--- src/rtl/sky130_ajc_ip__por_seq.sv ---
// sky130_ajc_ip__por_seq: multi-domain POR sequencer; deglitches supply-good inputs, holds,
// then releases per-domain resets in ascending order with a programmable stagger.
module sky130_ajc_ip__por_seq #(
   parameter int NCH       = 4,
   parameter int FILT_LEN  = 8,
   parameter int DLY_W     = 16,
   parameter int TMO_W     = 20,
   parameter int SHORT_DLY = 3
) (
   input  logic             osc_ck,
   input  logic             rst,
   input  logic [NCH-1:0]   pwup,
   input  logic [NCH-1:0]   ch_en,
   input  logic [DLY_W-1:0] por_dly,
   input  logic [DLY_W-1:0] stagger_dly,
   input  logic [TMO_W-1:0] tmo_lim,
   input  logic             force_pdn,
   input  logic             force_short_oneshot,
   output logic [NCH-1:0]   por,
   output logic [NCH-1:0]   porb,
   output logic [NCH-1:0]   pwup_filt,
   output logic [2:0]       state,
   output logic             startup_timed_out,
   output logic             por_timed_out
);
   localparam int FW = $clog2(FILT_LEN + 1);
   typedef enum logic [2:0] {
      IDLE = 3'd0, WAIT_GOOD = 3'd1, HOLD = 3'd2, STAGGER = 3'd3, RUN = 3'd4, FAULT = 3'd5
   } state_t;
   state_t           state_q, state_d;
   logic [NCH-1:0]   s1_q, s2_q, por_q, por_d, por_sh;
   logic [FW-1:0]    cnt_q [NCH];
   logic [TMO_W-1:0] tmo_q, tmo_d, tmo_inc;
   logic [DLY_W-1:0] dly_q, dly_d, hold_ld, stag_ld;
   logic             sto_q, sto_d, ptm_q, ptm_d, all_good;
   always_ff @(posedge osc_ck or posedge rst) begin
      if (rst) begin
         s1_q <= '0;
         s2_q <= '0;
         for (int i = 0; i < NCH; i++) cnt_q[i] <= '0;
      end else begin
         s1_q <= pwup;
         s2_q <= s1_q;
         for (int i = 0; i < NCH; i++)
            cnt_q[i] <= !s2_q[i] ? '0 : (cnt_q[i] == FW'(FILT_LEN) ? cnt_q[i] : cnt_q[i] + 1'b1);
      end
   end
   for (genvar g = 0; g < NCH; g++) begin : g_filt
      assign pwup_filt[g] = cnt_q[g] == FW'(FILT_LEN);
   end
   assign all_good = &(pwup_filt | ~ch_en);
   assign tmo_inc  = &tmo_q ? tmo_q : tmo_q + 1'b1;
   assign hold_ld  = force_short_oneshot ? DLY_W'(SHORT_DLY) : por_dly;
   assign stag_ld  = force_short_oneshot ? DLY_W'(SHORT_DLY) : stagger_dly;
   // Releasing the next domain is a left shift: zeros enter from bit 0 upward.
   assign por_sh   = por_q << 1;
   always_comb begin
      state_d = state_q;
      tmo_d   = tmo_q;
      dly_d   = dly_q;
      por_d   = por_q;
      sto_d   = sto_q;
      ptm_d   = 1'b0;
      if (force_pdn) begin
         state_d = IDLE;
         tmo_d   = '0;
         dly_d   = '0;
         por_d   = '1;
         sto_d   = 1'b0;
      end else begin
         case (state_q)
            IDLE: begin
               por_d   = '1;
               state_d = WAIT_GOOD;
            end
            WAIT_GOOD: begin
               por_d = '1;
               if (all_good) begin
                  state_d = HOLD;
                  dly_d   = hold_ld;
                  tmo_d   = '0;
               end else begin
                  tmo_d = tmo_inc;
                  sto_d = sto_q | (tmo_inc == tmo_lim);
               end
            end
            HOLD:
               if (!all_good) state_d = WAIT_GOOD;
               else if (dly_q <= DLY_W'(1)) begin
                  state_d = por_sh == '0 ? RUN : STAGGER;
                  por_d   = por_sh;
                  dly_d   = stag_ld;
                  ptm_d   = 1'b1;
               end else dly_d = dly_q - 1'b1;
            STAGGER:
               if (!all_good) begin
                  state_d = FAULT;
                  por_d   = '1;
               end else if (dly_q == '0) begin
                  state_d = por_sh == '0 ? RUN : STAGGER;
                  por_d   = por_sh;
                  dly_d   = stag_ld;
               end else dly_d = dly_q - 1'b1;
            RUN: begin
               por_d   = all_good ? '0 : '1;
               state_d = all_good ? RUN : FAULT;
            end
            FAULT: begin
               por_d   = '1;
               state_d = WAIT_GOOD;
            end
            default: begin
               por_d   = '1;
               state_d = IDLE;
            end
         endcase
      end
   end
   always_ff @(posedge osc_ck or posedge rst) begin
      if (rst) begin
         state_q <= IDLE;
         tmo_q   <= '0;
         dly_q   <= '0;
         por_q   <= '1;
         sto_q   <= 1'b0;
         ptm_q   <= 1'b0;
      end else begin
         state_q <= state_d;
         tmo_q   <= tmo_d;
         dly_q   <= dly_d;
         por_q   <= por_d;
         sto_q   <= sto_d;
         ptm_q   <= ptm_d;
      end
   end
   assign por               = por_q;
   assign porb              = ~por_q;
   assign state             = state_q;
   assign startup_timed_out = sto_q;
   assign por_timed_out     = ptm_q;
endmodule

--- config.mk ---
export PLATFORM = sky130hd
export DESIGN_NAME = sky130_ajc_ip__por_seq
export DESIGN_NICKNAME = d
export VERILOG_FILES = /design/src/rtl/sky130_ajc_ip__por_seq.sv
export SDC_FILE = /design/constraint.sdc
export NUM_CORES = 1
export LEC_CHECK = 0
export BUFFER_PORTS_ARGS = -buffer_cell sky130_fd_sc_hd__buf_2
export CORE_UTILIZATION = 57
export DETAILED_ROUTE_END_ITERATION = 12
export PLACE_DENSITY = 0.81
export SYNTH_ARGS = -nofsm -noshare
export SYNTH_HDL_FRONTEND = slang
export SYNTH_SLANG_ARGS = --single-unit
--- constraint.sdc ---
create_clock -name osc_ck -period 3.71 [get_ports osc_ck]
set_clock_uncertainty 0.1 [all_clocks]
set_input_delay 0.1855 -clock osc_ck [delete_from_list [all_inputs] [get_ports osc_ck]]
set_output_delay 0.1855 -clock osc_ck [all_outputs]
set_load 0.05 [all_outputs]
==> summary.txt, run 1 <==
Detailed routing
  – Via count: 4,547
  – Post-Route WL: 12.5 mm
  – Wire per inst: 17.0 um
  – First drt pass iteration count: 5
  – Antenna Nets Post-Route: 0
  – Via density: ~6.2
  – DR DRC count: 0
  – Initial detailed-routing violation count: 301

Yosys
  – Yosys cell types: 65
  – Post-synth EDFFs: 0
  – Synthesis Warnings: 0
  – Post-synth net total: 625
  – Cell with the most instances after synthesis: dfrtp_1
  – Largest area contributor in the netlist: dfrtp_1
  – Post-synthesis register bit count: 69
  – Synth top area cells: dfrtp_1, o21ai_0, xnor2_1
  – Post-synth top cells: dfrtp_1, nor2_1, o21ai_0
  – Post-synth ARST share: 100%
  – Cell count after synthesis: 549
  – Dominant synthesized flop cell: dfrtp_1
  – Mapped Area: 0.00470 sq mm
  – Synth top area share: between 30% and 40%
  – Seq/Total Area, Yosys: 36.9%
  – Avg Cell Area, Syn: 8.55 sq um

Place
  – Placed inst area: ~0.0052 sq mm
  – Placed cell count: 714
  – HPWL after detailed placement: 9.03 mm
  – RePlAce Congestion: 1.04
  – I/O Buffers: 80

Run
  – Number of max-cap violations: 0

Clock network
  – # Post-CTS Setup Buffers: 0
  – Clk root buf: clkbuf_8
  – H-tree levels: 3
  – Cts bufs inserted: 9
  – Hold-fix buffers, CTS: 5
  – Sink Count: 69
  – Clk buf depth: 2
  – TritonCTS clock tree: done
  – Clk_lat worst skew: 0.36 ns
  – CTS clock-pin slew for the worst setup and hold paths: 0.08 ns
  – Post-CTS resize count: 0

Global route
  – Total Routing Usage GR: 31.0%
  – Initial antenna violation count: 0
  – Grt ovf: 0
  – First-pass GRT wire length: 20.8 mm
  – Largest net degree at the start of global routing: 50
  – Number of global-route vias before repair: 4,266

Pwr
  – Clk pwr share: a little under a third
  – Pwr dens: 410 mW/mm^2
  – Combinational share of power: 29.6%
  – Sw frac: a little over a third
  – Psw: 0.000808 W
  – Internal power: 0.00142 W
  – LEAKAGE: 2.54 nW
  – Peak VDD IR: about 0.31 mV
  – Seq pwr share: about two fifths

Worst setup path
  – Critical Path RT: between 3 and 4 ns
  – CP endpoint kind: flip-flop
  – Bufs and invs on worst path: 1
  – CP top delay family: simple AND/OR/NAND/NOR gates
  – Critical Path Start Type: flip-flop
  – Cell chain of the critical path: ha_1 > nand3_4 > nor4_4 > buf_4 > nand2_1 > mux2i_1 > a2111oi_1 > nand4_1 > o32ai_2
  – CP max stage cell: dfrtp_1
  – CP Max Fanout: 9
  – Critical path class: reg2reg
  – CP Data Arrival Time: around 3.2 ns
  – Worst stage delay on the critical path: 0.48 ns

Timing
  – Max-slew headroom: 31.8%
  – Final setup vio count: 0
  – Fin crit period: 3.01 ns
  – Least-Margin Pin Slew: between 1 and 1.5 ns
  – Final total negative setup slack: 0 ns
  – Highest clock rate: 332 MHz
  – Final slew viol count: 0
  – Unrepaired setup endpoints after global routing: false
  – Final Hold Fails: 0
  – Period Utilization, post-route: 81.1%

Die
  – Die ar.: between 0.008 and 0.009 sq mm
  – Die W: 92.8 um
  – FP Rows: 32
  – Total core area: 0.00785 sq mm
  – Die H: 92.8 um
  – Starting Density: 59.8%
  – I/O pin count: 81

Layout
  – Area Overhead vs Synth: 15.9%
  – Ant. Diodes: 0
  – Final Util: 69.4%
  – Fillcell total: 660
  – Final instance area: 0.00544 sq mm
  – Final nets: 704
  – Storage cell area: 0.00173 sq mm
  – Combined area of the multi-input logic cells: 0.00273 sq mm
  – Final cell count without fillers: 735
  – Layout cells sized above 1: 20.2%

Hold path
  – Worst min path class: in2reg

Run status
  – Outcome: complete, no violations
[cell families after synthesis]
group           share of synthesized area [%]
simple gates                             25.1
buf+inv                                  5.06
fa+ha+maj                                3.20
compound gates                           22.1
flops                                    36.9
mux                                     0.879
xor+xnor                                 6.71
[power groups by stage]
stage	Combinational [W]	Clock [W]	Sequential, W
CTS	0.000656	0.000706	0.000866
global route	0.000729	0.000739	0.000878
finish	0.000661	0.000701	0.000870
detailed placement	0.000648	0	0.000880
global placement	0.000634	0	0.000873
floorplan	0.000428	0	0.000909
[worst paths after layout]
path                             start           endpoint  slack [ns]  depth (start not counted)
min in group asynchronous          rst           dly_q[5]        0.52                          3
min reg2reg                    s1_q[2]            s2_q[2]        0.25                          0
max                           tmo_q[0]  startup_timed_out        0.70                          9
min                        por_dly[10]          dly_q[10]        0.05                          3
max in group asynchronous          rst             por[2]        2.05                          4
max reg2reg                   tmo_q[0]  startup_timed_out        0.70                          9
[metrics by stage]
step / setup slack, ns / power, W / hold slack, ns
2_1_floorplan: 1.00 / 0.00134 / 0.117
3_3_place_gp: 0.863 / 0.00151 / 0.194
3_5_place_dp: 0.746 / 0.00153 / 0.195
4_1_cts: 0.710 / 0.00223 / 0.0528
5_1_grt: 0.486 / 0.00235 / 0.109
6_report: 0.700 / 0.00223 / 0.0526
[layout make-up]
cell class	instances	area share [%]
clock buffers	10	2.34
well taps	102	2.34
repair buffers	94	9.52
multi-input cells	423	50.1
clock inverters	6	1.75
flip-flops and latches	69	31.8
inverters	31	2.14
[tightest hold or removal path, stage by stage]
cell     delay [ns]
buf_2          0.07
o21ai_0        0.07
o21ai_0        0.16
[registers in the layout, indices dropped and copies added, names as in the netlist]
name / count
tmo_q: 20
state: 3
s2_q: 4
s1_q: 4
startup_timed_out: 1
por_timed_out: 1
dly_q: 16
cnt_q: 16
por: 4
[routing by layer]
metal	wire length, um	track usage [%]	vias up
met1	5480	42.4	2148
met2	5720	49.0	202
met4	299	9.87	0
li1	-	-	2166
met5	0	0	-
met3	966	6.40	31
[placed cells by master (no fill, tap or decap), types with 4 or more instances in the layout]
cell type and instances:
a211oi_1 4, a21o_1 6, a21oi_1 28, a22o_1 7
a22oi_1 10, a31oi_1 5, and2_1 10, and3_1 10
buf_2 80, buf_4 9, clkbuf_8 9, dfrtp_1 65
dfstp_2 4, dlygate4sd3_1 5, ha_1 12, inv_1 30
nand2_1 37, nand3_1 21, nand3b_1 4, nand4_1 12
nor2_1 56, nor2b_1 7, nor3_1 17, nor4_4 4
o21a_1 4, o21ai_0 47, o21ai_1 10, o22a_1 6
o22ai_1 6, o32ai_1 4, o41ai_1 4, or3_1 7
xnor2_1 26, xor2_1 10
No activity file was read; power rests on OpenSTA's default activity.
==> inputs of run 2 (changes only) <==
==> constraint.sdc (replaced) <==
create_clock -name osc_ck -period 3.1 [get_ports osc_ck]
set_clock_uncertainty 0.1 [all_clocks]
set_input_delay 0.155 -clock osc_ck [delete_from_list [all_inputs] [get_ports osc_ck]]
set_output_delay 0.155 -clock osc_ck [all_outputs]
set_load 0.05 [all_outputs]
==> run 2 against run 1 <==
Against the previous run: sequential power increased by 20%; maximum frequency increased by 2.9%; hold slack gained 0.0093 ns; clock power rose by 6.4%; total power is 15% higher; design area is 0.44% higher; core utilization up 0.30 points; routed wire length shrank 0.54%; combinational power rose by 19%; critical path depth is 1 lower; clock-buffer cell count unchanged.
==> summary.txt, run 2 (synthesis gave the netlist of run 1 again) <==
Run status
  – Outcome: complete, no violations (unchanged)

Worst setup path
  – Reg-to-reg setup timing slack: 0.18 ns (was 0.70 ns)
  – Cell chain of the critical path: ha_1 > nand3_4 > nor4_2 > mux2i_1 > xor2_1 > nor4b_1 > nand4_1 > o32ai_2 (was ha_1 > nand3_4 > nor4_4 > buf_4 > nand2_1 > mux2i_1 > a2111oi_1 > nand4_1 > o32ai_2)
  – Critical Path RT: 3.25 ns (was 3.86 ns)
  – CP Data Arrival Time: 3.07 ns (was 3.16 ns)
  – Critical Path Start Type: flip-flop (unchanged)
  – CP max stage cell: nor4b_1 (was dfrtp_1)
  – Reg2reg start: tmo_q[0] (unchanged)
  – CP top delay family: simple AND/OR/NAND/NOR gates (unchanged)
  – CP Max Fanout: 7 (was 9)
  – Worst stage delay on the critical path: 0.48 ns (about the same)
  – Bufs and invs on worst path: 0 (was 1)
  – Critical path class: reg2reg (unchanged)
  – Reg2reg path depth: 8 (was 9)
  – Worst r2r dst: startup_timed_out (unchanged)
  – CP endpoint kind: flip-flop (unchanged)

Place
  – HPWL after detailed placement: 9.09 mm (was 9.03 mm)
  – RePlAce Congestion: 0.946 (was 1.04)
  – Placed inst area: 0.00522 sq mm (was 0.00517 sq mm)
  – I/O Buffers: 80 (unchanged)

Clock network
  – CTS clock-pin slew for the worst setup and hold paths: 0.07 ns (was 0.08 ns)
  – Clk root buf: clkbuf_8 (unchanged)
  – Cts bufs inserted: 9 (unchanged)
  – TritonCTS clock tree: done (unchanged)
  – H-tree levels: 3 (unchanged)
  – Clk buf depth: 2 (unchanged)
  – Clk_lat worst skew: 0.35 ns (was 0.36 ns)
  – Sink Count: 69 (unchanged)
  – Post-CTS resize count: 0 (unchanged)

Layout
  – Reg with most FFs: tmo_q (unchanged)
  – Ant. Diodes: 0 (unchanged)
  – Storage cell area: 0.00173 sq mm (unchanged)
  – Final Util: 69.7% (was 69.4%)
  – Final instance area: 0.00547 sq mm (was 0.00544 sq mm)
  – Most frequent cells in the layout: buf_2, dfrtp_1, nor2_1 (unchanged)
  – Combined area of the multi-input logic cells: 0.00273 sq mm (unchanged)
  – Max FFs per register: 20 (unchanged)
  – Area Overhead vs Synth: 16.4% (was 15.9%)
  – Layout cells sized above 1: 20.8% (was 20.2%)
  – Largest regs: tmo_q x20, cnt_q x16, dly_q x16 (unchanged)
  – Fillcell total: 656 (was 660)
  – Commonest non-fill, non-tap cell in the layout: buf_2 (unchanged)
  – Final nets: 709 (was 704)

Die
  – Die W: 92.8 um (unchanged)
  – Starting Density: 59.8% (unchanged)
  – FP Rows: 32 (unchanged)
  – Die ar.: 0.00861 sq mm (unchanged)
  – I/O pin count: 81 (unchanged)
  – Total core area: 0.00785 sq mm (unchanged)
  – Die H: 92.8 um (unchanged)

Hold path
  – Worst Hold Launch: force_pdn (was por_dly[10])
  – Hold depth: 2 (was 3)
  – Worst hold endpoint: startup_timed_out (was dly_q[10])
  – Worst min path class: in2reg (unchanged)

Timing
  – Final slew viol count: 0 (unchanged)
  – Unrepaired setup endpoints after global routing: false (unchanged)
  – Final Hold Fails: 0 (unchanged)
  – Highest clock rate: 342 MHz (was 332 MHz)
  – Hold slack: 0.0619 ns (was 0.0526 ns)
  – Fin crit period: 2.92 ns (was 3.01 ns)
  – Max-slew headroom: 45.0% (was 31.8%)
  – Final setup vio count: 0 (unchanged)
  – Final total negative setup slack: 0 ns (unchanged)
  – Least-Margin Pin Slew: 0.825 ns (was 1.02 ns)
  – Period Utilization, post-route: 94.3% (was 81.1%)

Global route
  – Total Routing Usage GR: 30.4% (was 31.0%)
  – First-pass GRT wire length: 20.6 mm (was 20.8 mm)
  – Number of global-route vias before repair: 4,306 (was 4,266)
  – Grt ovf: 0 (unchanged)
  – Largest net degree at the start of global routing: 70 (was 50)
  – Initial antenna violation count: 0 (unchanged)

Detailed routing
  – Wire per inst: 16.8 um (was 17.0 um)
  – DR DRC count: 0 (unchanged)
  – Initial detailed-routing violation count: 340 (was 301)
  – Antenna Nets Post-Route: 0 (unchanged)
  – First drt pass iteration count: 5 (unchanged)
  – Post-Route WL: 12.4 mm (was 12.5 mm)
  – Via count: 4,585 (was 4,547)
  – Via density: 6.20 (was 6.19)

Run
  – Number of max-cap violations: 0 (unchanged)

Pwr
  – LEAKAGE: 2.55 nW (was 2.54 nW)
  – Peak VDD IR: 0.422 mV (was 0.314 mV)
  – Pwr dens: 471 mW/mm^2 (was 410 mW/mm^2)
-- run 2: metrics by stage --
stage                     total power [W]  cells  setup slack, ns
after global placement            0.00180    719            0.345
after CTS                         0.00259    740            0.217
after global routing              0.00272    740          0.00557
final                             0.00257    740            0.176
after floorplan                   0.00160    549            0.390
after detailed placement          0.00183    719            0.247
-- run 2: worst max path at each step --
stage	slack, ns	cells after the start	to	start
6_report	0.18	8	startup_timed_out	tmo_q[0]
3_3_place_gp	0.34	8	startup_timed_out	tmo_q[0]
3_5_place_dp	0.25	8	startup_timed_out	tmo_q[0]
4_1_cts	0.22	8	startup_timed_out	tmo_q[0]
5_1_grt	0.006	8	startup_timed_out	tmo_q[1]
2_1_floorplan	0.39	8	startup_timed_out	tmo_q[0]
-- run 2: repair_timing --
action,4_1_cts,5_1_grt
setup buffers,0,0
endpoints found under the hold margin,69,0
hold buffers,5,0
-- run 2: layout make-up --
class	instances	share of cell area, %
clock buffer	10	2.33
multi-input combinational	423	49.9
sequential	69	31.7
timing repair buffer	99	10.4
inverter	31	2.13
clock inverter	6	1.26
tap	102	2.33
-- run 2: metal layers --
layer	GRT usage (%)	part of all wire, %	vias up	wire (um)
li1	-	-	2172	-
met1	40.8	43	2200	5370
met2	49.0	48	188	5900
met3	6.08	7.3	25	903
met4	10.4	1.9	0	236
met5	0	0	-	0
-- run 2: power by group --
group	switching (W)	total (W)	internal (W)
logic	0.000499	0.000789	0.000291
clock network	0.000368	0.000746	0.000378
registers	0.0000801	0.00104	0.000957
==> inputs of run 3 (changes only) <==
--- a/config.mk
+++ b/config.mk
@@ -9,6 +9,7 @@
 export CORE_UTILIZATION = 57
 export DETAILED_ROUTE_END_ITERATION = 12
 export PLACE_DENSITY = 0.81
+export RECOVER_POWER = 25
 export SYNTH_ARGS = -nofsm -noshare
 export SYNTH_HDL_FRONTEND = slang
 export SYNTH_SLANG_ARGS = --single-unit
==> run 3 against run 2 <==
Against the previous run: the flow now finishes with violations (max-capacitance violations, max-slew violations); highest routed layer unchanged; via count up 0.15%; sequential power about the same; setup slack worse by 0.010 ns; hold slack better by 0.0015 ns; global-route usage unchanged; sequential share of layout area up 0.087 points.
==> summary.txt, run 3 (synthesis gave the netlist of run 1 again) <==
Run status
  – Outcome: complete, but fails checks (was complete, no violations)
  – Failing checks: max-capacitance violations, max-slew violations

Worst setup path
  – CP Data Arrival Time: 3.08 ns (was 3.07 ns)
  – Reg2reg start: tmo_q[0] (unchanged)
  – CP endpoint kind: flip-flop (unchanged)
  – CP top delay family: simple AND/OR/NAND/NOR gates (unchanged)
  – Bufs and invs on worst path: 0 (unchanged)
  – Stages on the worst setup path: 8 (unchanged)
  – Cell chain of the critical path: ha_1 > nand3_4 > nor4_2 > mux2i_1 > xor2_1 > nor4b_1 > nand4_1 > o32ai_2 (unchanged)
  – Critical path class: reg2reg (unchanged)
  – Critical Path Start Type: flip-flop (unchanged)
  – Reg2reg path depth: 8 (unchanged)
  – CP Max Fanout: 7 (unchanged)
  – Critical path endpoint: startup_timed_out (unchanged)
  – Critical Path RT: 3.25 ns (about the same)
  – CP max stage cell: nor4b_1 (unchanged)
  – Worst stage delay on the critical path: 0.49 ns (was 0.48 ns)
  – Crit path from: tmo_q[0] (unchanged)
  – Worst r2r dst: startup_timed_out (unchanged)
  – Reg-to-reg setup timing slack: 0.17 ns (was 0.18 ns)

Detailed routing
  – Antenna Nets Post-Route: 0 (unchanged)
  – First drt pass iteration count: 5 (unchanged)
  – Via count: 4,592 (was 4,585)
  – DR DRC count: 0 (unchanged)
  – Wire per inst: 16.8 um (unchanged)
  – Via density: 6.21 (was 6.20)
  – Initial detailed-routing violation count: 340 (unchanged)
  – Post-Route WL: 12.4 mm (unchanged)

Layout
  – Commonest non-fill, non-tap cell in the layout: buf_2 (unchanged)
  – Final Util: 69.5% (was 69.7%)
  – Fillcell total: 657 (was 656)
  – Area Overhead vs Synth: 16.1% (was 16.4%)
  – Layout cells sized above 1: 20.7% (was 20.8%)
  – Ant. Diodes: 0 (unchanged)
  – Combined area of the multi-input logic cells: 0.00273 sq mm (unchanged)
  – Most frequent cells in the layout: buf_2, dfrtp_1, nor2_1 (unchanged)
  – Final nets: 709 (unchanged)
  – Largest regs: tmo_q x20, cnt_q x16, dly_q x16 (unchanged)
  – Reg with most FFs: tmo_q (unchanged)
  – Storage cell area: 0.00173 sq mm (unchanged)
  – Max FFs per register: 20 (unchanged)

Pwr
  – Combinational share of power: 30.6% (was 30.7%)
  – Seq pwr share: 40.4% (was 40.3%)
  – Clk pwr share: 29.0% (about the same)
  – Psw: 0.000947 W (about the same)
  – Peak VDD IR: 0.422 mV (about the same)
  – Internal power: 0.00162 W (was 0.00163 W)
  – LEAKAGE: 2.55 nW (about the same)
  – Sw frac: 36.8% (about the same)
  – Pwr dens: 471 mW/mm^2 (about the same)
  – Post-route total power: 0.00257 W (about the same)

Timing
  – Fin crit period: 2.93 ns (was 2.92 ns)
  – Final total negative setup slack: 0 ns (unchanged)
  – Max-slew headroom: -16.0% (was 45.0%)
  – Final slew viol count: 70 (was 0)
  – Final setup vio count: 0 (unchanged)
  – Final Hold Fails: 0 (unchanged)
  – Least-Margin Pin Slew: 1.74 ns (was 0.825 ns)
  – Period Utilization, post-route: 94.7% (was 94.3%)
  – Hold slack: 0.0633 ns (was 0.0619 ns)
  – Highest clock rate: 341 MHz (was 342 MHz)
  – Unrepaired setup endpoints after global routing: false (unchanged)

Clock network
  – Clk_lat worst skew: 0.35 ns (about the same)
  – Hold-fix buffers, CTS: 5 (unchanged)
  – Clk buf depth: 2 (unchanged)
  – Cts bufs inserted: 9 (unchanged)
  – CTS clock-pin slew for the worst setup and hold paths: 0.07 ns (about the same)
  – H-tree levels: 3 (unchanged)
  – Post-CTS resize count: 0 (unchanged)
  – # Post-CTS Setup Buffers: 0 (unchanged)
  – TritonCTS clock tree: done (unchanged)
  – Sink Count: 69 (unchanged)
  – Clk root buf: clkbuf_8 (unchanged)

Die
  – Die ar.: 0.00861 sq mm (unchanged)
  – Die H: 92.8 um (unchanged)
  – Starting Density: 59.8% (unchanged)
  – Total core area: 0.00785 sq mm (unchanged)
  – I/O pin count: 81 (unchanged)
  – FP Rows: 32 (unchanged)
  – Die W: 92.8 um (unchanged)

Place
  – HPWL after detailed placement: 9.09 mm (unchanged)
  – I/O Buffers: 80 (unchanged)
  – RePlAce Congestion: 0.946 (unchanged)

Hold path
  – Worst min path class: in2reg (unchanged)

Global route
  – Grt ovf: 0 (unchanged)
  – Largest net degree at the start of global routing: 70 (unchanged)
  – Initial antenna violation count: 0 (unchanged)
  – Total Routing Usage GR: 30.4% (unchanged)
  – Number of global-route vias before repair: 4,306 (unchanged)
  – First-pass GRT wire length: 20.6 mm (unchanged)

Run
  – Number of max-cap violations: 1 (was 0)
## run 3: changes by cell type in the layout (fill, tap and decap cells not counted), sizes merged
cell | before | now
buf | 94 | 93
clkbuf | 10 | 11
## run 3: worst min path at each step
stage | depth (start not counted) | end | startpoint | slack [ns]
finish | 2 | startup_timed_out | force_pdn | 0.06
global route | 2 | startup_timed_out | force_pdn | 0.06
CTS | 2 | startup_timed_out | force_pdn | 0.05
detailed placement | 1 | s1_q[0] | pwup[0] | 0.17
global placement | 3 | s2_q[0] | rst | 0.16
floorplan | 0 | s1_q[0] | pwup[0] | 0.09
## run 3: stage by stage
stage	std cells	worst slack [ns]	area, sq um
2_1_floorplan	549	0.390	4700
3_3_place_gp	719	0.345	5220
3_5_place_dp	719	0.247	5220
4_1_cts	740	0.217	5470
5_1_grt	740	0.00557	5450
6_report	740	0.166	5450
## run 3: routing by layer
metal	part of all wire, %	GRT usage [%]	up-vias	wire (um)
li1	-	-	2174	-
met3	7.4	6.08	27	920
met2	48	49.0	196	5900
met5	0	0	-	0
met1	43	40.8	2195	5340
met4	2.0	10.4	0	245
## run 3: area by class of cell
cell class,instances,share of cell area [%]
Clock buffer,10,2.34
Clock inverter,6,1.26
Inverter,31,2.13
Multi-Input combinational cell,423,50.0
Sequential cell,69,31.8
Tap cell,102,2.34
Timing Repair Buffer,99,10.1
## run 3: power by group through the flow
stage / Combinational [W] / Clock [W] / Sequential (W)
finish: 0.000786 / 0.000746 / 0.00104
global route: 0.000863 / 0.000804 / 0.00105
CTS: 0.000785 / 0.000766 / 0.00104
detailed placement: 0.000776 / 0 / 0.00105
global placement: 0.000756 / 0 / 0.00105
floorplan: 0.000512 / 0 / 0.00109
